## src/rtl/stall_pkg.sv

```systemverilog
// Shared definitions for the stall-request controller: state and source encodings
// plus default parameter values.
package stall_pkg;

  typedef enum logic [1:0] {
    ST_RUN   = 2'd0,
    ST_COUNT = 2'd1,
    ST_HOLD  = 2'd2,
    ST_GUARD = 2'd3
  } stall_state_e;

  typedef enum logic [1:0] {
    SRC_NONE  = 2'b00,
    SRC_LDUSE = 2'b01,
    SRC_MC    = 2'b10,
    SRC_EXT   = 2'b11
  } stall_src_e;

  localparam int DEF_CNT_W      = 4;
  localparam int DEF_LD_USE_CYC = 1;
  localparam int DEF_MIN_RUN    = 1;
  localparam int DEF_PERF_W     = 16;

endpackage

```

## src/rtl/stall_perf_cnt.sv

```systemverilog
// Saturating event counter with synchronous clear; clear wins over increment.
module stall_perf_cnt #(
  parameter int W = 16
) (
  input  logic         clk_in,
  input  logic         rst,
  input  logic         clr_i,
  input  logic         inc_i,
  output logic [W-1:0] cnt_o
);

  logic [W-1:0] cnt_q;
  logic [W-1:0] cnt_d;

  always_comb begin
    cnt_d = cnt_q;
    if (clr_i) begin
      cnt_d = '0;
    end else if (inc_i && (cnt_q != {W{1'b1}})) begin
      cnt_d = cnt_q + 1'b1;
    end
  end

  always_ff @(posedge clk_in) begin
    if (rst) begin
      cnt_q <= '0;
    end else begin
      cnt_q <= cnt_d;
    end
  end

  assign cnt_o = cnt_q;

endmodule

```

## src/rtl/stall_req_ctrl.sv

```systemverilog
// Arbitrates memory wait, multi-cycle op and load-use stalls into a registered
// active-low stallb_en window, with a post-count guard window and a perf counter.
module stall_req_ctrl
  import stall_pkg::*;
#(
  parameter int CNT_W      = DEF_CNT_W,
  parameter int LD_USE_CYC = DEF_LD_USE_CYC,
  parameter int MIN_RUN    = DEF_MIN_RUN,
  parameter int PERF_W     = DEF_PERF_W
) (
  input  logic              clk_in,
  input  logic              rst,
  input  logic              ext_hold,
  input  logic              mc_start,
  input  logic [CNT_W-1:0]  mc_cycles,
  input  logic              ld_use,
  input  logic              perf_clr,
  output logic              stallb_en,
  output logic              stall_busy,
  output logic [1:0]        stall_src,
  output logic [PERF_W-1:0] stall_cycles
);

  localparam int RUN_W = (MIN_RUN > 1) ? $clog2(MIN_RUN) : 1;
  localparam logic [CNT_W-1:0] LD_CNT     = CNT_W'(LD_USE_CYC - 1);
  localparam logic [RUN_W-1:0] GUARD_LAST = (MIN_RUN > 0) ? RUN_W'(MIN_RUN - 1) : '0;

  stall_state_e     state_q, state_d;
  stall_src_e       cnt_src_q, cnt_src_d;
  stall_src_e       src_q, src_d;
  logic [CNT_W-1:0] cnt_q, cnt_d;
  logic [RUN_W-1:0] run_cnt_q, run_cnt_d;
  logic             stallb_en_q, stallb_en_d;
  logic             busy_q, busy_d;

  always_ff @(posedge clk_in) begin
    if (rst) begin
      state_q     <= ST_RUN;
      cnt_q       <= '0;
      run_cnt_q   <= '0;
      cnt_src_q   <= SRC_NONE;
      src_q       <= SRC_NONE;
      stallb_en_q <= 1'b1;
      busy_q      <= 1'b0;
    end else begin
      state_q     <= state_d;
      cnt_q       <= cnt_d;
      run_cnt_q   <= run_cnt_d;
      cnt_src_q   <= cnt_src_d;
      src_q       <= src_d;
      stallb_en_q <= stallb_en_d;
      busy_q      <= busy_d;
    end
  end

  // Requests are only arbitrated in RUN; a running count is never shortened by ext_hold.
  always_comb begin
    state_d   = state_q;
    cnt_d     = cnt_q;
    run_cnt_d = run_cnt_q;
    cnt_src_d = cnt_src_q;
    unique case (state_q)
      ST_RUN: begin
        if (ext_hold) begin
          state_d = ST_HOLD;
        end else if (mc_start && (mc_cycles != '0)) begin
          state_d   = ST_COUNT;
          cnt_d     = mc_cycles - 1'b1;
          cnt_src_d = SRC_MC;
        end else if (ld_use) begin
          state_d   = ST_COUNT;
          cnt_d     = LD_CNT;
          cnt_src_d = SRC_LDUSE;
        end
      end
      ST_COUNT: begin
        if (cnt_q == '0) begin
          if (ext_hold) begin
            state_d = ST_HOLD;
          end else if (MIN_RUN > 0) begin
            state_d   = ST_GUARD;
            run_cnt_d = '0;
          end else begin
            state_d = ST_RUN;
          end
        end else begin
          cnt_d = cnt_q - 1'b1;
        end
      end
      ST_HOLD: begin
        if (!ext_hold) begin
          state_d = ST_RUN;
        end
      end
      ST_GUARD: begin
        if (ext_hold) begin
          state_d = ST_HOLD;
        end else if (run_cnt_q == GUARD_LAST) begin
          state_d = ST_RUN;
        end else begin
          run_cnt_d = run_cnt_q + 1'b1;
        end
      end
      default: begin
        state_d = ST_RUN;
      end
    endcase
  end

  // Outputs are decoded from the next state so they land in flops with the state.
  always_comb begin
    stallb_en_d = 1'b1;
    busy_d      = (state_d != ST_RUN);
    src_d       = SRC_NONE;
    unique case (state_d)
      ST_COUNT: begin
        stallb_en_d = 1'b0;
        src_d       = cnt_src_d;
      end
      ST_HOLD: begin
        stallb_en_d = 1'b0;
        src_d       = SRC_EXT;
      end
      default: begin
      end
    endcase
  end

  stall_perf_cnt #(
    .W(PERF_W)
  ) u_perf_cnt (
    .clk_in (clk_in),
    .rst    (rst),
    .clr_i  (perf_clr),
    .inc_i  (~stallb_en_q),
    .cnt_o  (stall_cycles)
  );

  assign stallb_en  = stallb_en_q;
  assign stall_busy = busy_q;
  assign stall_src  = src_q;

endmodule

```

## config.mk

```make
export PLATFORM = sky130hd
export DESIGN_NAME = stall_req_ctrl
export DESIGN_NICKNAME = d
export VERILOG_FILES = /design/src/rtl/stall_pkg.sv /design/src/rtl/stall_perf_cnt.sv /design/src/rtl/stall_req_ctrl.sv
export SDC_FILE = /design/constraint.sdc
export NUM_CORES = 1
export LEC_CHECK = 0
export CORE_MARGIN = 1.5
export CORE_UTILIZATION = 40
export DETAILED_ROUTE_END_ITERATION = 12
export PLACE_DENSITY = 0.69
export SLEW_MARGIN = 20
export SYNTH_ARGS = -nofsm -noshare
export SYNTH_HDL_FRONTEND = slang
export SYNTH_SLANG_ARGS = --single-unit
export TNS_END_PERCENT = 100
```

## constraint.sdc

```tcl
create_clock -name clk_in -period 4.3 [get_ports clk_in]
set_clock_uncertainty 0.05 [all_clocks]
set_input_delay 0.86 -clock clk_in [delete_from_list [all_inputs] [get_ports clk_in]]
set_output_delay 0.86 -clock clk_in [all_outputs]
set_load 0.01 [all_outputs]
```

==> results of run 1 <==
## through the flow
stage	worst slack [ns]	power [mW]	instances	util (%)	instance area [µm²]
2_1_floorplan	1.95	0.339	178	-	1560
3_3_place_gp	1.42	0.370	252	51.5	1900
3_5_place_dp	1.27	0.375	252	51.5	1900
4_1_cts	1.56	0.586	256	53.4	1970
5_1_grt	1.33	0.606	256	53.4	1970
6_report	1.58	0.580	256	53.4	1970
## cells in the mapped netlist (2+ instances only)
master / instances
sky130_fd_sc_hd__a21o_1: 2
sky130_fd_sc_hd__nor2b_1: 3
sky130_fd_sc_hd__a211oi_1: 5
sky130_fd_sc_hd__o31ai_1: 3
sky130_fd_sc_hd__dfxtp_1: 28
sky130_fd_sc_hd__nand4_1: 2
sky130_fd_sc_hd__and3_1: 3
sky130_fd_sc_hd__inv_1: 13
sky130_fd_sc_hd__a21oi_1: 9
sky130_fd_sc_hd__ha_1: 7
sky130_fd_sc_hd__or2_2: 2
sky130_fd_sc_hd__nor2_1: 16
sky130_fd_sc_hd__nand3_1: 2
sky130_fd_sc_hd__clkbuf_1: 2
sky130_fd_sc_hd__o21a_1: 2
sky130_fd_sc_hd__nor3b_1: 2
sky130_fd_sc_hd__a31oi_1: 4
sky130_fd_sc_hd__or3_1: 5
sky130_fd_sc_hd__nor3_1: 10
sky130_fd_sc_hd__a41o_1: 2
sky130_fd_sc_hd__or4_1: 3
sky130_fd_sc_hd__nand2b_1: 3
sky130_fd_sc_hd__o21ai_0: 4
sky130_fd_sc_hd__mux2i_1: 4
sky130_fd_sc_hd__nand2_1: 12
sky130_fd_sc_hd__o32ai_1: 2
sky130_fd_sc_hd__and4_1: 2
sky130_fd_sc_hd__nand3b_1: 2
sky130_fd_sc_hd__nor4_1: 4
## worst max-delay path: stages
cell	delay, ns
sky130_fd_sc_hd__clkdlybuf4s50_1	0.46
sky130_fd_sc_hd__inv_1	0.10
sky130_fd_sc_hd__ha_1	0.18
sky130_fd_sc_hd__or4b_4	0.50
sky130_fd_sc_hd__a32oi_4	0.28
sky130_fd_sc_hd__a211oi_1	0.09
sky130_fd_sc_hd__a2111oi_0	0.36
## metal layers
layer  GRT usage, %  share of wire [%]  vias up
met5              0                  0        -
met4           5.99                1.1        0
met3           2.23                3.3        4
met2           30.1                 48       30
met1           23.6                 47      683
li1               -                  -      733
## worst paths after layout
path / from / end / depth (start not counted)
worst min register to register: cnt_q[3] / cnt_q[3] / 2
worst max-delay path: mc_cycles[0] / cnt_q[0] / 7
worst min-delay path: cnt_q[3] / cnt_q[3] / 2
worst max register to register: cnt_q[0] / stall_src[0] / 9
## placed cells by master, fill, tap and decap left out, types with 3 or more instances in the layout
cell type and count:
sky130_fd_sc_hd__a21oi_1 9, sky130_fd_sc_hd__mux2i_1 4, sky130_fd_sc_hd__clkbuf_8 3, sky130_fd_sc_hd__a211oi_1 5, sky130_fd_sc_hd__nand2b_1 3, sky130_fd_sc_hd__nand2_1 12, sky130_fd_sc_hd__a31oi_1 4, sky130_fd_sc_hd__o31ai_1 3
sky130_fd_sc_hd__dfxtp_1 28, sky130_fd_sc_hd__ha_1 7, sky130_fd_sc_hd__nor2b_1 3, sky130_fd_sc_hd__and3_1 3, sky130_fd_sc_hd__nor3_1 10, sky130_fd_sc_hd__nor4_1 4, sky130_fd_sc_hd__o21ai_0 4, sky130_fd_sc_hd__or3_1 5
sky130_fd_sc_hd__or4_1 3, sky130_fd_sc_hd__inv_1 13, sky130_fd_sc_hd__nor2_1 16, sky130_fd_sc_hd__clkdlybuf4s50_1 29
## registers in the layout, summed over array words and instances (netlist names)
name              count
u_perf_cnt.cnt_o     16
cnt_src_q             2
stall_busy            1
stall_src             2
state_q               2
cnt_q                 4
stallb_en             1
## power groups by stage
stage / clock (mW) / sequential, mW / combinational [mW]
2_1_floorplan: 0 / 0.284 / 0.0552
4_1_cts: 0.217 / 0.278 / 0.0911
3_3_place_gp: 0 / 0.284 / 0.0860
5_1_grt: 0.225 / 0.280 / 0.101
3_5_place_dp: 0 / 0.284 / 0.0906
6_report: 0.211 / 0.278 / 0.0905
## cell type report
cell class	count	area, µm²	share of cell area, %
clock inverter	1	30.0	1.52
timing repair buffer	29	290	14.7
multi-input combinational	134	938	47.6
tap	48	60.1	3.05
clock buffer	3	41.3	2.10
sequential	28	561	28.5
inverter	13	48.8	2.48
## kinds of logic after synthesis
group	Yosys count	share of synthesized area [%]
adder cells (fa/ha/maj)	7	5.62
AO/OA/AOI/OAI	44	21.4
flip-flops	28	36.0
buffers and inverters	16	3.85
AND/OR/NAND/NOR	78	30.0
XOR/XNOR	1	0.562
multiplexers	4	2.57
==> impl_table.tex, run 1 <==
\begin{tabular}{lr}
\hline
Metric & Value \\
\hline
\multicolumn{2}{l}{\textbf{Floorplanning}} \\
\quad Placement Rows & 22 \\
\quad Core region area & 3690 µm² \\
\quad Initial core utilization & 42.3\% \\
\quad Number of top-level design ports & 30 \\
\quad Die X & 65.4 µm \\
\quad Floorplan die area & 4280 µm² \\
\quad Die extent in y & 65.4 µm \\
\multicolumn{2}{l}{\textbf{Synthesis}} \\
\quad Part of the Yosys area used for sequential elements & 36.0\% \\
\quad Library cell occupying the most area in the post-synthesis netlist & sky130\_fd\_sc\_hd\_\_dfxtp\_1 \\
\quad Number of synthesized register bits & 28 \\
\quad Distinct cells, synth & 49 \\
\quad Warnings from Yosys & 0 \\
\quad Share of Yosys cell area claimed by the top area cell type & 36.0\% \\
\quad Number of nets produced by synthesis & 195 \\
\quad Top area cells in the synthesized netlist & sky130\_fd\_sc\_hd\_\_dfxtp\_1 36\%, sky130\_fd\_sc\_hd\_\_ha\_1 5.6\%, sky130\_fd\_sc\_hd\_\_nor2\_1 3.9\% \\
\quad Synth Flop Type & sky130\_fd\_sc\_hd\_\_dfxtp\_1 \\
\quad EDFF count, synth & 0 \\
\quad Area of the mapped netlist & 1560 µm² \\
\quad Cells after Synth & 178 \\
\quad Syn\_area\_per\_cell & 8.76 µm² \\
\quad Proportion of synthesized flip-flops having asynchronous set or reset & 0\% \\
\multicolumn{2}{l}{\textbf{Routing}} \\
\quad Overall via count from detail\_route & 1450 \\
\quad \# DRC & 0 \\
\quad Routed wire length & 3470 µm \\
\quad Avg Vias per Cell & 5.66 \\
\quad Average routed wire per standard cell & 13.5 µm \\
\quad Count of antenna-violating nets left after detailed routing & 0 \\
\quad Number of DRC markers in iteration 0 & 96 \\
\quad First-pass DRT Iterations & 4 \\
\multicolumn{2}{l}{\textbf{Clock network}} \\
\quad Number of buffers inserted to repair setup after CTS & 0 \\
\quad Clock insertion delay at the later pin of the skew report & 0.28 ns \\
\quad Cell at the root of the clock tree & sky130\_fd\_sc\_hd\_\_clkbuf\_8 \\
\quad Number of resized instances in the post-cts repair step & 0 \\
\quad Number of hold-repair buffers added at the cts stage & 0 \\
\quad \# H-tree levels & 1 \\
\quad Number of clock sinks & 28 \\
\quad CTS tree & done \\
\quad Max Buffers Root-to-Sink & 2 \\
\quad Clock buffers created by TritonCTS & 3 \\
\quad Clock transition at the registers of the reported paths & 0.09 ns \\
\multicolumn{2}{l}{\textbf{Final layout}} \\
\quad Fill cell total of the finished layout & 354 \\
\quad Diode count & 0 \\
\quad Fraction of layout instances using a drive strength above 1 & 6.73\% \\
\quad Post-layout net count & 226 \\
\quad Post-synthesis to final-layout area growth & 26.3\% \\
\multicolumn{2}{l}{\textbf{Pwr}} \\
\quad Switching component of the power & 0.141 mW \\
\quad Portion of total power attributed to the clock network & 36.4\% \\
\quad Internal power & 0.439 mW \\
\quad Sw frac & 24.3\% \\
\quad Lkg Pwr & 0.721 nW \\
\quad Max VDD drop & 0.125 mV \\
\quad P per Cell Area & 294 nW/µm² \\
\quad Portion of total power attributed to sequential cells & 48.0\% \\
\quad Combinational power share & 15.6\% \\
\multicolumn{2}{l}{\textbf{STA}} \\
\quad Setup violations, final & 0 \\
\quad Headroom to the max-slew limit & 59.2\% \\
\quad Actual transition at the worst max-transition pin & 0.609 ns \\
\quad Period Utilization, post-route & 63.3\% \\
\quad Aggregate negative setup slack & 0 ns \\
\quad Clock period minus worst slack & 2.72 ns \\
\quad Final Max Slew Viols & 0 \\
\quad Maximum achievable frequency & 367 MHz \\
\quad Min Hold Slack & 0.441 ns \\
\quad Unrepaired setup endpoints after global routing & no \\
\quad Final Hold Vio Count & 0 \\
\multicolumn{2}{l}{\textbf{Global route}} \\
\quad Largest net degree at the start of global routing & 17 \\
\quad Number of global-route vias before repair & 1346 \\
\quad Global-route wire length before repair & 6090 µm \\
\quad Total congestion overflow & 0 \\
\quad Number of antenna violations at the first check in global routing & 0 \\
\quad Global-route usage over all layers & 17.9\% \\
\multicolumn{2}{l}{\textbf{Status}} \\
\quad Run status & completed \\
\multicolumn{2}{l}{\textbf{Placed design}} \\
\quad Gpl congestion & 0.816 \\
\quad HPWL after detailed placement & 2640 µm \\
\quad Number of buffer cells added on primary ports & 29 \\
\multicolumn{2}{l}{\textbf{Run}} \\
\quad Maximum capacitance violations & 0 \\
\multicolumn{2}{l}{\textbf{Critical path}} \\
\quad Worst-case register-to-register setup slack & 2.14 ns \\
\quad Crit end category & flip-flop \\
\quad Data required time at the worst endpoint & 4.41 ns \\
\quad Biggest fanout along the worst timing path & 8 \\
\quad Kind of start point of the critical path & input port \\
\quad Type of the worst setup path & in -> reg \\
\quad Crit path arrival time & 2.84 ns \\
\multicolumn{2}{l}{\textbf{Hold path}} \\
\quad Tightest Hold Check Type & reg -> reg \\
\hline
\end{tabular}
No activity file was read; power rests on OpenSTA's default activity.
==> inputs of run 2 (changes only) <==
Settings changed: PLACE_DENSITY 0.69 to 0.72.
Clock period 4.3 ns to 2.5 ns, I/O delays scaled along.
==> impl_table.tex, run 2 (synthesized netlist as in run 1, its figures left out) <==
\begin{tabular}{lr}
\hline
Metric & Value \\
\hline
\multicolumn{2}{l}{\textbf{Run}} \\
\quad Maximum capacitance violations & 0 (unchanged) \\
\multicolumn{2}{l}{\textbf{Floorplanning}} \\
\quad Core region area & 3690 µm² (unchanged) \\
\quad Initial core utilization & 42.3\% (unchanged) \\
\quad Die X & 65.4 µm (unchanged) \\
\quad Floorplan die area & 4280 µm² (unchanged) \\
\quad Number of top-level design ports & 30 (unchanged) \\
\quad Placement Rows & 22 (unchanged) \\
\quad Die extent in y & 65.4 µm (unchanged) \\
\multicolumn{2}{l}{\textbf{Global route}} \\
\quad Global-route usage over all layers & 17.1\% (-0.81 points) \\
\quad Total congestion overflow & 0 (unchanged) \\
\quad Number of antenna violations at the first check in global routing & 0 (unchanged) \\
\quad Global-route wire length before repair & 5760 µm (-5.3\%) \\
\quad Number of global-route vias before repair & 1240 (-7.9\%) \\
\quad Largest net degree at the start of global routing & 17 (unchanged) \\
\multicolumn{2}{l}{\textbf{Clock network}} \\
\quad Number of hold-repair buffers added at the cts stage & 0 (unchanged) \\
\quad Clock insertion delay at the later pin of the skew report & 0.28 ns (about the same) \\
\quad Clock buffers created by TritonCTS & 3 (unchanged) \\
\quad Clock transition at the registers of the reported paths & 0.09 ns (about the same) \\
\quad Number of clock sinks & 28 (unchanged) \\
\quad Number of buffers inserted to repair setup after CTS & 0 (unchanged) \\
\quad CTS tree & done \\
\quad \# H-tree levels & 1 (unchanged) \\
\quad Cell at the root of the clock tree & sky130\_fd\_sc\_hd\_\_clkbuf\_8 \\
\quad Max Buffers Root-to-Sink & 2 (unchanged) \\
\quad Number of resized instances in the post-cts repair step & 0 (unchanged) \\
\multicolumn{2}{l}{\textbf{Critical path}} \\
\quad Worst R2R Start & cnt\_q[0] \\
\quad First element of the critical path & mc\_cycles[0] \\
\quad Type of the worst setup path & in -> reg \\
\quad Cell depth of the worst flop-to-flop path & 9 (unchanged) \\
\quad Data required time at the worst endpoint & 2.62 ns (-1.79 ns) \\
\quad Biggest fanout along the worst timing path & 4 (-4) \\
\quad Kind of start point of the critical path & input port \\
\quad Crit path arrival time & 2.36 ns (-0.48 ns) \\
\quad Crit end category & flip-flop \\
\multicolumn{2}{l}{\textbf{Status}} \\
\quad Run status & completed \\
\multicolumn{2}{l}{\textbf{STA}} \\
\quad Final Max Slew Viols & 0 (unchanged) \\
\quad Clock period minus worst slack & 2.24 ns \\
\quad Maximum achievable frequency & 446 MHz \\
\quad Setup violations, final & 0 (unchanged) \\
\quad Period Utilization, post-route & 89.6\% \\
\quad Unrepaired setup endpoints after global routing & no \\
\quad Actual transition at the worst max-transition pin & 0.615 ns (+0.00585 ns) \\
\quad Headroom to the max-slew limit & 58.9\% (-0.39 points) \\
\quad Final Hold Vio Count & 0 (unchanged) \\
\multicolumn{2}{l}{\textbf{Final layout}} \\
\quad Final cell utilization of the core & 55.2\% (+1.8 points) \\
\quad Post-synthesis to final-layout area growth & 30.7\% \\
\quad Most frequent standard cell in the layout excluding fill and tap cells & sky130\_fd\_sc\_hd\_\_clkdlybuf4s50\_1 \\
\quad Most frequent cells in the layout & 29 x sky130\_fd\_sc\_hd\_\_clkdlybuf4s50\_1, 28 x sky130\_fd\_sc\_hd\_\_dfxtp\_1, 16 x sky130\_fd\_sc\_hd\_\_nor2\_1 \\
\quad Number of flip-flops in the largest register & 16 (unchanged) \\
\quad Post-layout net count & 235 (+4.0\%) \\
\quad Diode count & 0 (unchanged) \\
\quad Final cell count without fillers & 265 (+3.5\%) \\
\quad Fraction of layout instances using a drive strength above 1 & 10.6\% (+3.9 points) \\
\quad Final Cell Area & 2040 µm² (+3.4\%) \\
\multicolumn{2}{l}{\textbf{Pwr}} \\
\quad Portion of total power attributed to the clock network & 35.8\% (-0.6 points) \\
\quad Sw frac & 23.8\% (-0.46 points) \\
\quad Portion of total power attributed to sequential cells & 47.7\% (-0.3 points) \\
\quad Max VDD drop & 0.385 mV (+210\%) \\
\quad Switching component of the power & 0.239 mW (+70\%) \\
\quad Combinational power share & 16.5\% (+0.9 points) \\
\quad Internal power & 0.764 mW (+74\%) \\
\quad Overall power & 1.00 mW (+73\%) \\
\quad P per Cell Area & 492 nW/µm² (+67\%) \\
\quad Lkg Pwr & 0.765 nW (+6.1\%) \\
\multicolumn{2}{l}{\textbf{Hold path}} \\
\quad Tightest Hold Check Type & reg -> reg \\
\quad Min-delay src & cnt\_q[1] \\
\quad Worst hold path depth & 2 (unchanged) \\
\multicolumn{2}{l}{\textbf{Routing}} \\
\quad Count of antenna-violating nets left after detailed routing & 0 (unchanged) \\
\quad Number of DRC markers in iteration 0 & 69 (-28\%) \\
\quad Overall via count from detail\_route & 1436 (-0.97\%) \\
\quad Avg Vias per Cell & 5.42 (-4.3\%) \\
\quad Routed wire length & 3370 µm (-2.8\%) \\
\quad First-pass DRT Iterations & 4 (unchanged) \\
\quad Average routed wire per standard cell & 12.7 µm (-6.1\%) \\
\quad \# DRC & 0 (unchanged) \\
\multicolumn{2}{l}{\textbf{Placed design}} \\
\quad Number of buffer cells added on primary ports & 29 (unchanged) \\
\quad Gpl congestion & 0.849 (+4.0\%) \\
\quad HPWL after detailed placement & 2570 µm (-2.6\%) \\
\quad Instance count after placement with tap cells included & 261 (+3.6\%) \\
\quad Cell area after placement & 1970 µm² (+3.6\%) \\
\hline
\end{tabular}
-- run 2: changes by cell type in the layout (fill, tap and decap cells not counted) --
cell                    change
sky130_fd_sc_hd__buf_4      +9
-- run 2: routing by layer --
metal,global-route usage (%),up-vias,part of all wire (%)
li1,-,753,-
met3,2.74,4,3.9
met1,25.4,650,53
met5,0,-,0
met4,6.25,0,1.5
met2,24.6,29,41
-- run 2: power by group through the flow --
stage	Combinational [mW]	Sequential [mW]	Clock (mW)
3_5_place_dp	0.167	0.487	0
2_1_floorplan	0.0950	0.489	0
5_1_grt	0.185	0.481	0.385
3_3_place_gp	0.164	0.488	0
4_1_cts	0.167	0.478	0.371
6_report	0.166	0.478	0.359
-- run 2: through the flow --
| step | hold WS [ns] | setup TNS, ns | worst slack (ns) |
|---|---|---|---|
| after floorplan | 0.407 | 0 | 0.506 |
| after global placement | 0.427 | 0 | 0.0275 |
| after detailed placement | 0.434 | -0.0284 | -0.0154 |
| after CTS | 0.448 | 0 | 0.273 |
| after global routing | 0.480 | 0 | 0.116 |
| final | 0.446 | 0 | 0.259 |
-- run 2: cell type report --
cell class,count,area [µm²]
Sequential cell,28,561
Clock inverter,1,30.0
Multi-Input combinational cell,134,938
Inverter,13,48.8
Tap cell,48,60.1
Timing Repair Buffer,38,358
Fill cell,345,1650
Clock buffer,3,41.3
-- run 2: worst paths after layout --
check | slack [ns] | endpoint
hold reg to reg | 0.45 | cnt_q[1]
setup / recovery | 0.26 | stall_src[1]
hold / removal | 0.45 | cnt_q[1]
setup reg to reg | 0.40 | stall_src[1]
-- run 2: worst max-delay path, cell delays in order --
cell and delay [ns]:
sky130_fd_sc_hd__clkdlybuf4s50_1 0.43, sky130_fd_sc_hd__inv_1 0.08, sky130_fd_sc_hd__ha_1 0.16, sky130_fd_sc_hd__or4b_4 0.49, sky130_fd_sc_hd__nand2_1 0.08, sky130_fd_sc_hd__a21o_1 0.17
sky130_fd_sc_hd__inv_1 0.06, sky130_fd_sc_hd__ha_1 0.20, sky130_fd_sc_hd__a21oi_1 0.14, sky130_fd_sc_hd__nor2_1 0.05
